### config.mk
export PLATFORM = sky130hd
export DESIGN_NAME = rv_ifu_fetchq
export DESIGN_NICKNAME = d
export VERILOG_FILES = /design/src/rtl/rv_ifu_fetchq.sv
export SDC_FILE = /design/constraint.sdc
export NUM_CORES = 1
export LEC_CHECK = 0
export CAP_MARGIN = 20
export CORE_MARGIN = 4
export CORE_UTILIZATION = 31
export DETAILED_ROUTE_END_ITERATION = 10
export PLACE_DENSITY = 0.62
export SKIP_CTS_REPAIR_TIMING = 1
export SYNTH_ARGS = -nofsm -noshare
export SYNTH_HDL_FRONTEND = slang
export SYNTH_SLANG_ARGS = --single-unit
export TNS_END_PERCENT = 5
### constraint.sdc
create_clock -name clk -period 3.4 [get_ports clk]
set_input_delay 1.02 -clock clk [delete_from_list [all_inputs] [get_ports clk]]
set_output_delay 1.02 -clock clk [all_outputs]
set_load 0.05 [all_outputs]
### src/rtl/rv_ifu_fetchq.sv
`default_nettype none
// ============================================================================
// Module   : rv_ifu_fetchq
// Purpose  : Pipelined instruction fetch with credit-gated I_MEM requests,
//            an in-order PC-tagged instruction queue and redirect squashing.
// Revision : 1.0
// ============================================================================
module rv_ifu_fetchq #(
  parameter logic [31:0] RESET_PC = 32'h0000_0000,
  parameter int unsigned QDEPTH   = 4,
  localparam int unsigned CW      = $clog2(QDEPTH + 1)
) (
  input  logic          clk,
  input  logic          rst,
  input  logic          redirect_valid,
  input  logic [31:0]   redirect_pc,
  output logic          imem_req_valid,
  input  logic          imem_req_ready,
  output logic [31:0]   imem_req_addr,
  input  logic          imem_rsp_valid,
  input  logic [31:0]   imem_rsp_data,
  output logic          inst_valid,
  input  logic          inst_ready,
  output logic [31:0]   inst,
  output logic [31:0]   inst_pc,
  output logic [CW-1:0] queue_count
);

  localparam int unsigned AW       = $clog2(QDEPTH);
  localparam logic [CW:0] c_qdepth = (CW+1)'(QDEPTH);

  logic [31:0]   r_fetch_pc;
  logic [31:0]   r_rsp_pc;
  logic          r_run;
  logic [CW-1:0] r_count;
  logic [CW-1:0] r_in_flight;
  logic [CW-1:0] r_drop;
  logic [AW-1:0] r_rd_ptr;
  logic [AW-1:0] r_wr_ptr;
  logic [31:0]   r_q_inst [QDEPTH];
  logic [31:0]   r_q_pc   [QDEPTH];

  logic          w_accept;
  logic          w_rsp;
  logic          w_push;
  logic          w_pop;
  logic [CW:0]   w_occupancy;
  logic [CW-1:0] w_count_nxt;
  logic [CW-1:0] w_in_flight_nxt;
  logic [CW-1:0] w_drop_nxt;
  logic [31:0]   w_redirect_pc;
  logic          w_unused;

  assign w_redirect_pc = {redirect_pc[31:2], 2'b00};
  assign w_unused      = ^redirect_pc[1:0];

  // In-flight requests hold queue credit, so an accepted fetch always has a slot.
  assign w_occupancy    = {1'b0, r_count} + {1'b0, r_in_flight};
  assign imem_req_valid = r_run & ~redirect_valid & (w_occupancy < c_qdepth);
  assign imem_req_addr  = r_fetch_pc;
  assign w_accept       = imem_req_valid & imem_req_ready;

  assign w_rsp  = imem_rsp_valid & (r_in_flight != '0);
  assign w_push = w_rsp & (r_drop == '0) & ~redirect_valid;

  assign inst_valid  = (r_count != '0);
  assign w_pop       = inst_valid & inst_ready & ~redirect_valid;
  assign inst        = r_q_inst[r_rd_ptr];
  assign inst_pc     = r_q_pc[r_rd_ptr];
  assign queue_count = r_count;

  always_comb begin
    w_in_flight_nxt = r_in_flight + CW'(w_accept) - CW'(w_rsp);
    w_count_nxt     = r_count;
    w_drop_nxt      = r_drop;
    if (redirect_valid) begin
      w_count_nxt = '0;
      // Everything still outstanding after this edge belongs to the old stream.
      w_drop_nxt  = r_in_flight - CW'(w_rsp);
    end else begin
      if (w_push && !w_pop) begin
        w_count_nxt = r_count + CW'(1);
      end else if (!w_push && w_pop) begin
        w_count_nxt = r_count - CW'(1);
      end
      if (w_rsp && (r_drop != '0)) begin
        w_drop_nxt = r_drop - CW'(1);
      end
    end
  end

  always_ff @(posedge clk or posedge rst) begin
    if (rst) begin
      r_fetch_pc  <= RESET_PC;
      r_rsp_pc    <= RESET_PC;
      r_run       <= 1'b0;
      r_count     <= '0;
      r_in_flight <= '0;
      r_drop      <= '0;
      r_rd_ptr    <= '0;
      r_wr_ptr    <= '0;
    end else begin
      r_run       <= 1'b1;
      r_count     <= w_count_nxt;
      r_in_flight <= w_in_flight_nxt;
      r_drop      <= w_drop_nxt;
      if (redirect_valid) begin
        r_fetch_pc <= w_redirect_pc;
        r_rsp_pc   <= w_redirect_pc;
        r_rd_ptr   <= '0;
        r_wr_ptr   <= '0;
      end else begin
        if (w_accept) begin
          r_fetch_pc <= r_fetch_pc + 32'd4;
        end
        if (w_push) begin
          r_rsp_pc <= r_rsp_pc + 32'd4;
          r_wr_ptr <= r_wr_ptr + AW'(1);
        end
        if (w_pop) begin
          r_rd_ptr <= r_rd_ptr + AW'(1);
        end
      end
    end
  end

  // Queue storage needs no reset; entries are only read while counted valid.
  always_ff @(posedge clk) begin
    if (w_push) begin
      r_q_inst[r_wr_ptr] <= imem_rsp_data;
      r_q_pc[r_wr_ptr]   <= r_rsp_pc;
    end
  end

  a_credit: assert property (@(posedge clk) disable iff (rst) w_occupancy <= c_qdepth);
  a_drop:   assert property (@(posedge clk) disable iff (rst) r_drop <= r_in_flight);

endmodule
`default_nettype wire
==> results of run 1 <==
==> registers in the layout, indices dropped and copies added, names as in the netlist <==
name and flops:
r_run 1, r_wr_ptr 2, r_rd_ptr 2, r_rsp_pc 30
r_q_inst 128, imem_req_addr 30, queue_count 3, r_in_flight 3
r_q_pc 120, r_drop 3
==> worst max-delay path by stage <==
| stage | to | slack (ns) | cells past startpoint |
|---|---|---|---|
| 6_report | inst[22] | 0.15 | 3 |
| 5_1_grt | inst[22] | 0.01 | 3 |
| 4_1_cts | inst[22] | 0.07 | 3 |
| 3_5_place_dp | r_in_flight[2] | 0.32 | 9 |
| 3_3_place_gp | r_in_flight[2] | 0.31 | 9 |
| 2_1_floorplan | r_q_inst[0][0] | -0.13 | 3 |
==> through the flow <==
stage / utilization [%] / setup slack [ns] / hold slack, ns
global route: 40.0 / 0.0138 / 0.584
CTS: 40.0 / 0.0706 / 0.555
detailed placement: 37.2 / 0.324 / 0.542
finish: 40.0 / 0.153 / 0.550
global placement: 37.2 / 0.307 / 0.530
floorplan: - / -0.126 / 0.490
==> cell usage in the layout (no fill, tap or decap), drive strengths merged, types with 6 or more instances in the layout <==
cell           netlist  routed
a21boi               9       9
and3                17      17
and4                13      13
buf                 15      94
clkbuf              17      48
clkdlybuf4s50        0     100
clkinv               0       8
dfrtp               74      74
edfxtp             248     248
ha                  14      14
inv                 19      21
mux2                22      22
mux2i                6       6
mux4                62      62
nand2               40      40
nand2b               7       7
nand3               25      25
nand4               20      20
nor2                25      25
nor3                10      10
nor4                17      17
o211ai               6       6
o21ai               21      21
o311ai               6       6
xnor2               25      25
xor2                27      27
==> power breakdown <==
part	internal, W	switching, W
Clock	0.00239	0.00150
Sequential	0.00451	0.000305
Combinational	0.00132	0.00214
==> cell families after synthesis <==
family                     Yosys count  share of synthesized area (%)
AOI/OAI and AO/OA                   55                           2.76
xor gates and xnor gates            52                           3.41
adders and majority gates           16                           1.61
buffers and inverters               51                           1.70
DFF                                322                           69.6
muxes                               90                           12.8
other                                2                         0.0562
and+or+nand+nor                    188                           8.07
==> layout make-up <==
type	count	area, µm²	share of cell area [%]
well taps	539	674	3.99
flip-flops and latches	322	9300	55.0
multi-input cells	406	3840	22.7
inverters	19	71.3	0.422
repair buffers	194	1800	10.7
clock inverters	17	196	1.16
clock buffers	48	1010	5.96
==> worst max-delay path, delay by kind of cell, from the launching register on <==
| kind | cells | cell delay, ns |
|---|---|---|
| multiplexers | 1 | 0.54 |
| buffers and inverters | 2 | 0.54 |
| flip-flops | 1 | 0.62 |
==> routing by layer <==
| metal | global-route usage [%] | wire, µm | part of all wire, % |
|---|---|---|---|
| met1 | 18.3 | 14000 | 46 |
| met2 | 20.2 | 14000 | 46 |
| met3 | 3.22 | 1900 | 6.2 |
| met4 | 3.26 | 614 | 2.0 |
| met5 | 0 | 0 | 0 |
==> flow_metrics.tcl, run 1 <==
set metrics [dict create \
    grt_pass1_wl_um 47300 \
    antenna_found_initial 0 \
    synth.distinct_cells 49 \
    r2r-end "r_in_flight[2]" \
    min_path_cells 2 \
    start_util_pct 31.6 \
    fillers 3856 \
    startpoint "r_rd_ptr[0]" \
    synthFlopType "edfxtp_1" \
    rsz0062_at_grt "no" \
    setup.worst_path.start_class "flop" \
    synth_top_cell_by_area "edfxtp_1" \
    placed_area_um2 15700 \
    r2r_cells 10 \
    die_h_um 216 \
    synthCells 776 \
    tightest_slew_ns 0.551 \
    finClkSkew_ns 0.0146 \
    setup_viol 0 \
    grt_overflow 0 \
    critPathMaxStageDelay_ns 0.62 \
    placedCellCount 1480 \
    slew_headroom_pct 63.1 \
    crit_path_cell_trace "buf_4, mux4_2, buf_4" \
    final.min_clock_period_ns 3.25 \
    die_x_um 216 \
    clk_pin_slew_ns 0.06 \
    syn_avg_cell_area_um2 17.2 \
    rows 75 \
    yosysMostFrequentCell "edfxtp_1" \
    synth_seq_cells 322 \
    cp_max_fo 13 \
    nets 1065 \
    fin_crit_sh_pct 95.5 \
    synth_edf_count 248 \
    synth_area_leaders "edfxtp_1 (56%), dfrtp_1 (14%), mux4_2 (10%)" \
    vias_per_cell 4.91 \
    grt_max_degree 51 \
    min-delay-path-class "reg2reg" \
    yosysWarnings 0 \
    worstHoldStart "r_drop[1]" \
    layout-drive-gt1-share_pct 25.0 \
    async_flop_share_pct 23.0 \
    ff2ff_setup_slack_ns 0.83 \
    finalWirelength_um 30500 \
    hpwl_um 20600 \
    grt_pass1_vias 7900 \
    cp_data_arrival_time_ns 2.23 \
    fmax_ghz 0.308 \
    vdd_drop_max_uv 324 \
    end_kind "primary output" \
    synth_common_cells "edfxtp_1 (248), dfrtp_1 (74), mux4_2 (62)" \
    worst_hold_path.endpoint "r_drop[1]" \
    drv_cap 0 \
    reg2reg_from "queue_count[1]" \
    wl_per_cell_um 19.8 \
    gp_congestion 0.772 \
    synth_area_um2 13400 \
    clockRootBuffer "clkbuf_16" \
    ios 171 \
    synth_seq_area_share_pct 69.6 \
    cts_tree "yes" \
    drt_first_iter_violations 490 \
    power_density_nw_per_um2 720 \
    crit_top_cell "buf_4" \
    dieArea_um2 46500 \
    dr_total_vias 7589 \
    critPathSlowestCell "dfrtp_4" \
    globalRouteTotalUtil_pct 13.0 \
    drc_errors 0 \
    antenna-diode-count 0 \
    syn2layout_area_growth_pct 26.6 \
    final_max_slew_viol_count 0 \
    synth.top_cell.area_share_pct 55.8 \
    crit_required_ns 2.38 \
    final.setup.tns_ns 0 \
    final_cell_count_no_fill 1545 \
    p_leak_nw 5.85 \
    ant_nets 0 \
    clockBufferDepth 3 \
    h-tree-depth 2 \
    status "complete, no violations" \
    cts_inserted_buffers 36 \
    power.total_w 0.0122 \
    critPathKind "reg2out" \
    portBuffers 164 \
    fin_area_um2 16900 \
    hold_viol 0 \
    coreArea_um2 42200 \
    clk_latency_ns 0.52 \
    firstDrtPassIters 5 \
    cts.sinks 322 \
]
No activity file was read; power rests on OpenSTA's default activity.
==> run 2, diff against run 1 <==
--- a/config.mk
+++ b/config.mk
@@ -9,7 +9,6 @@
 export CORE_MARGIN = 4
 export CORE_UTILIZATION = 31
 export DETAILED_ROUTE_END_ITERATION = 10
-export PLACE_DENSITY = 0.62
 export SKIP_CTS_REPAIR_TIMING = 1
 export SYNTH_ARGS = -nofsm -noshare
 export SYNTH_HDL_FRONTEND = slang
==> run 2 against run 1 <==
Effect of this change: sequential share of layout area is essentially flat; sequential cell count is the same; worst hold slack lost 0.010 ns; worst setup slack gained 0.0043 ns; clock power is essentially flat; maximum frequency grew 0.13%; via count shrank 0.12%; critical path type unchanged; critical endpoint is now inst_pc[19].
==> flow_metrics.tcl, run 2 (synthesis gave the netlist of run 1 again) <==
set metrics [dict create \
    p_comb_share_pct 28.6 \
    vias_per_cell 4.92 \
    final.min_clock_period_ns 3.24 \
    final_max_slew_viol_count 0 \
    tightest_slew_ns 0.561 \
    end_kind "primary output" \
    grt_pass1_wl_um 47500 \
    clk_pin_slew_ns 0.06 \
    clk_latency_ns 0.53 \
    switching_power_w 0.00399 \
    p_clk_share_pct 32.0 \
    crit_path_cell_trace "buf_12, mux4_2, buf_4" \
    pre_cts_ws_ns 0.305 \
    coreArea_um2 42200 \
    mostFrequentLayoutCells "edfxtp_1 (248), clkdlybuf4s50_1 (100), buf_4 (79), dfrtp_1 (72), mux4_2 (62)" \
    largest_reg_flops 128 \
    critPathMaxStageDelay_ns 0.63 \
    ant_nets 0 \
    min_path_cells 1 \
    setup_ws_ns 0.158 \
    setup_viol 0 \
    power.total_w 0.0122 \
    r2r-end "r_in_flight[2]" \
    portBuffers 164 \
    firstDrtPassIters 4 \
    worst_path_dominant_cell_family "flip-flops" \
    vdd_drop_max_uv 312 \
    cts.sinks 322 \
    dieArea_um2 46500 \
    setup.worst_path.start_class "flop" \
    reg2reg_from "queue_count[1]" \
    cts_tree "yes" \
    power_density_nw_per_um2 724 \
    crit_buf_inv 2 \
    gp_congestion 0.772 \
    r2r_cells 10 \
    critPathSlowestCell "dfrtp_4" \
    fmax_ghz 0.308 \
    worstHoldStart "imem_req_addr[30]" \
    wl_per_cell_um 20.0 \
    status "complete, no violations" \
    syn2layout_area_growth_pct 26.5 \
    reg_top3 "r_q_inst (128), r_q_pc (120)" \
    grt_overflow 0 \
    rows 75 \
    drc_errors 0 \
    globalRouteTotalUtil_pct 13.1 \
    hold_viol 0 \
    drv_cap 0 \
    top_register "r_q_inst" \
    drt_first_iter_violations 481 \
    antenna_found_initial 0 \
    cp_max_fo 19 \
    worst_hold_path.endpoint "imem_req_addr[30]" \
    finClkSkew_ns 0.0168 \
    cp_data_arrival_time_ns 2.22 \
    seqPwrFrac_pct 39.4 \
    layout-drive-gt1-share_pct 24.2 \
    slew_headroom_pct 62.6 \
    rsz0062_at_grt "no" \
    ios 171 \
    min-delay-path-class "reg2reg" \
    cts_inserted_buffers 35 \
    p_int_w 0.00825 \
    die_x_um 216 \
    finalWirelength_um 30800 \
    crit_required_ns 2.38 \
    p_leak_nw 5.83 \
    fin_crit_sh_pct 95.4 \
    start_util_pct 31.6 \
    critPathKind "reg2out" \
    clockBufferDepth 3 \
    final_common_cell "edfxtp_1" \
    swShare_pct 32.6 \
    nets 1060 \
    clockRootBuffer "clkbuf_16" \
    dr_total_vias 7580 \
    fillers 3889 \
    h-tree-depth 2 \
    die_h_um 216 \
    hpwl_um 20300 \
    ff2ff_setup_slack_ns 0.79 \
    grt_max_degree 64 \
    grt_pass1_vias 7766 \
]
run 2: cell count changes in the layout (fill, tap and decap cells not counted), sizes merged:
cell / delta
buf: -5
bufinv: +1
clkbuf: -2
clkinv: +2
clkinvlp: -1
diode: +1
inv: -1
run 2: through the flow:
stage / utilization (%) / TNS [ns] / instance area, µm² / hold WS, ns / std cells
2_1_floorplan: - / -23.40 / 13400 / 0.490 / 779
3_3_place_gp: 37.1 / 0 / 15700 / 0.527 / 1475
3_5_place_dp: 37.1 / 0 / 15700 / 0.529 / 1475
4_1_cts: 39.9 / 0 / 16900 / 0.543 / 1538
5_1_grt: 40.0 / 0 / 16900 / 0.572 / 1539
6_report: 40.0 / 0 / 16900 / 0.540 / 1540
run 2: area by class of cell:
class | count | area [µm²] | area share [%]
clock inverter | 18 | 224 | 1.33
tap | 539 | 674 | 3.99
inverter | 19 | 71.3 | 0.422
clock buffer | 45 | 966 | 5.72
sequential | 322 | 9300 | 55.1
timing repair buffer | 190 | 1810 | 10.7
antenna | 1 | 2.50 | 0.0148
multi-input combinational | 406 | 3840 | 22.8
run 2: per-layer routing:
metal | track usage, % | wire length, µm | up-vias
li1 | - | - | 3458
met1 | 18.2 | 13900 | 3825
met2 | 20.4 | 14200 | 250
met3 | 3.60 | 2070 | 47
met4 | 3.63 | 623 | 0
met5 | 0 | 0 | -
run 2: power groups by stage:
stage                     clock network, W  registers, W  logic, W
after floorplan                          0       0.00495   0.00229
after global placement                   0       0.00488   0.00350
after detailed placement                 0       0.00489   0.00353
after CTS                          0.00405       0.00481   0.00354
after global routing               0.00422       0.00486   0.00373
final                              0.00392       0.00482   0.00350
run 2: worst max path at each step:
stage                         from        endpoint  slack, ns  cells past startpoint
floorplan           imem_rsp_valid  r_q_inst[0][0]      -0.13                      3
global placement    imem_rsp_valid   r_q_pc[3][24]       0.31                      6
detailed placement  imem_rsp_valid   r_q_pc[2][26]       0.31                      6
CTS                    r_rd_ptr[0]        inst[26]       0.02                      3
global route           r_rd_ptr[0]     inst_pc[19]       0.02                      3
finish                 r_rd_ptr[0]     inst_pc[19]       0.16                      3
run 2: worst reg2reg max path, stage by stage, from the launching register on:
cell,delay [ns]
dfrtp_1,0.45
ha_1,0.27
nor4b_2,0.30
and4_1,0.26
inv_2,0.05
ha_1,0.26
inv_1,0.04
ha_1,0.19
fa_1,0.38
xnor2_1,0.20
xnor2_1,0.13
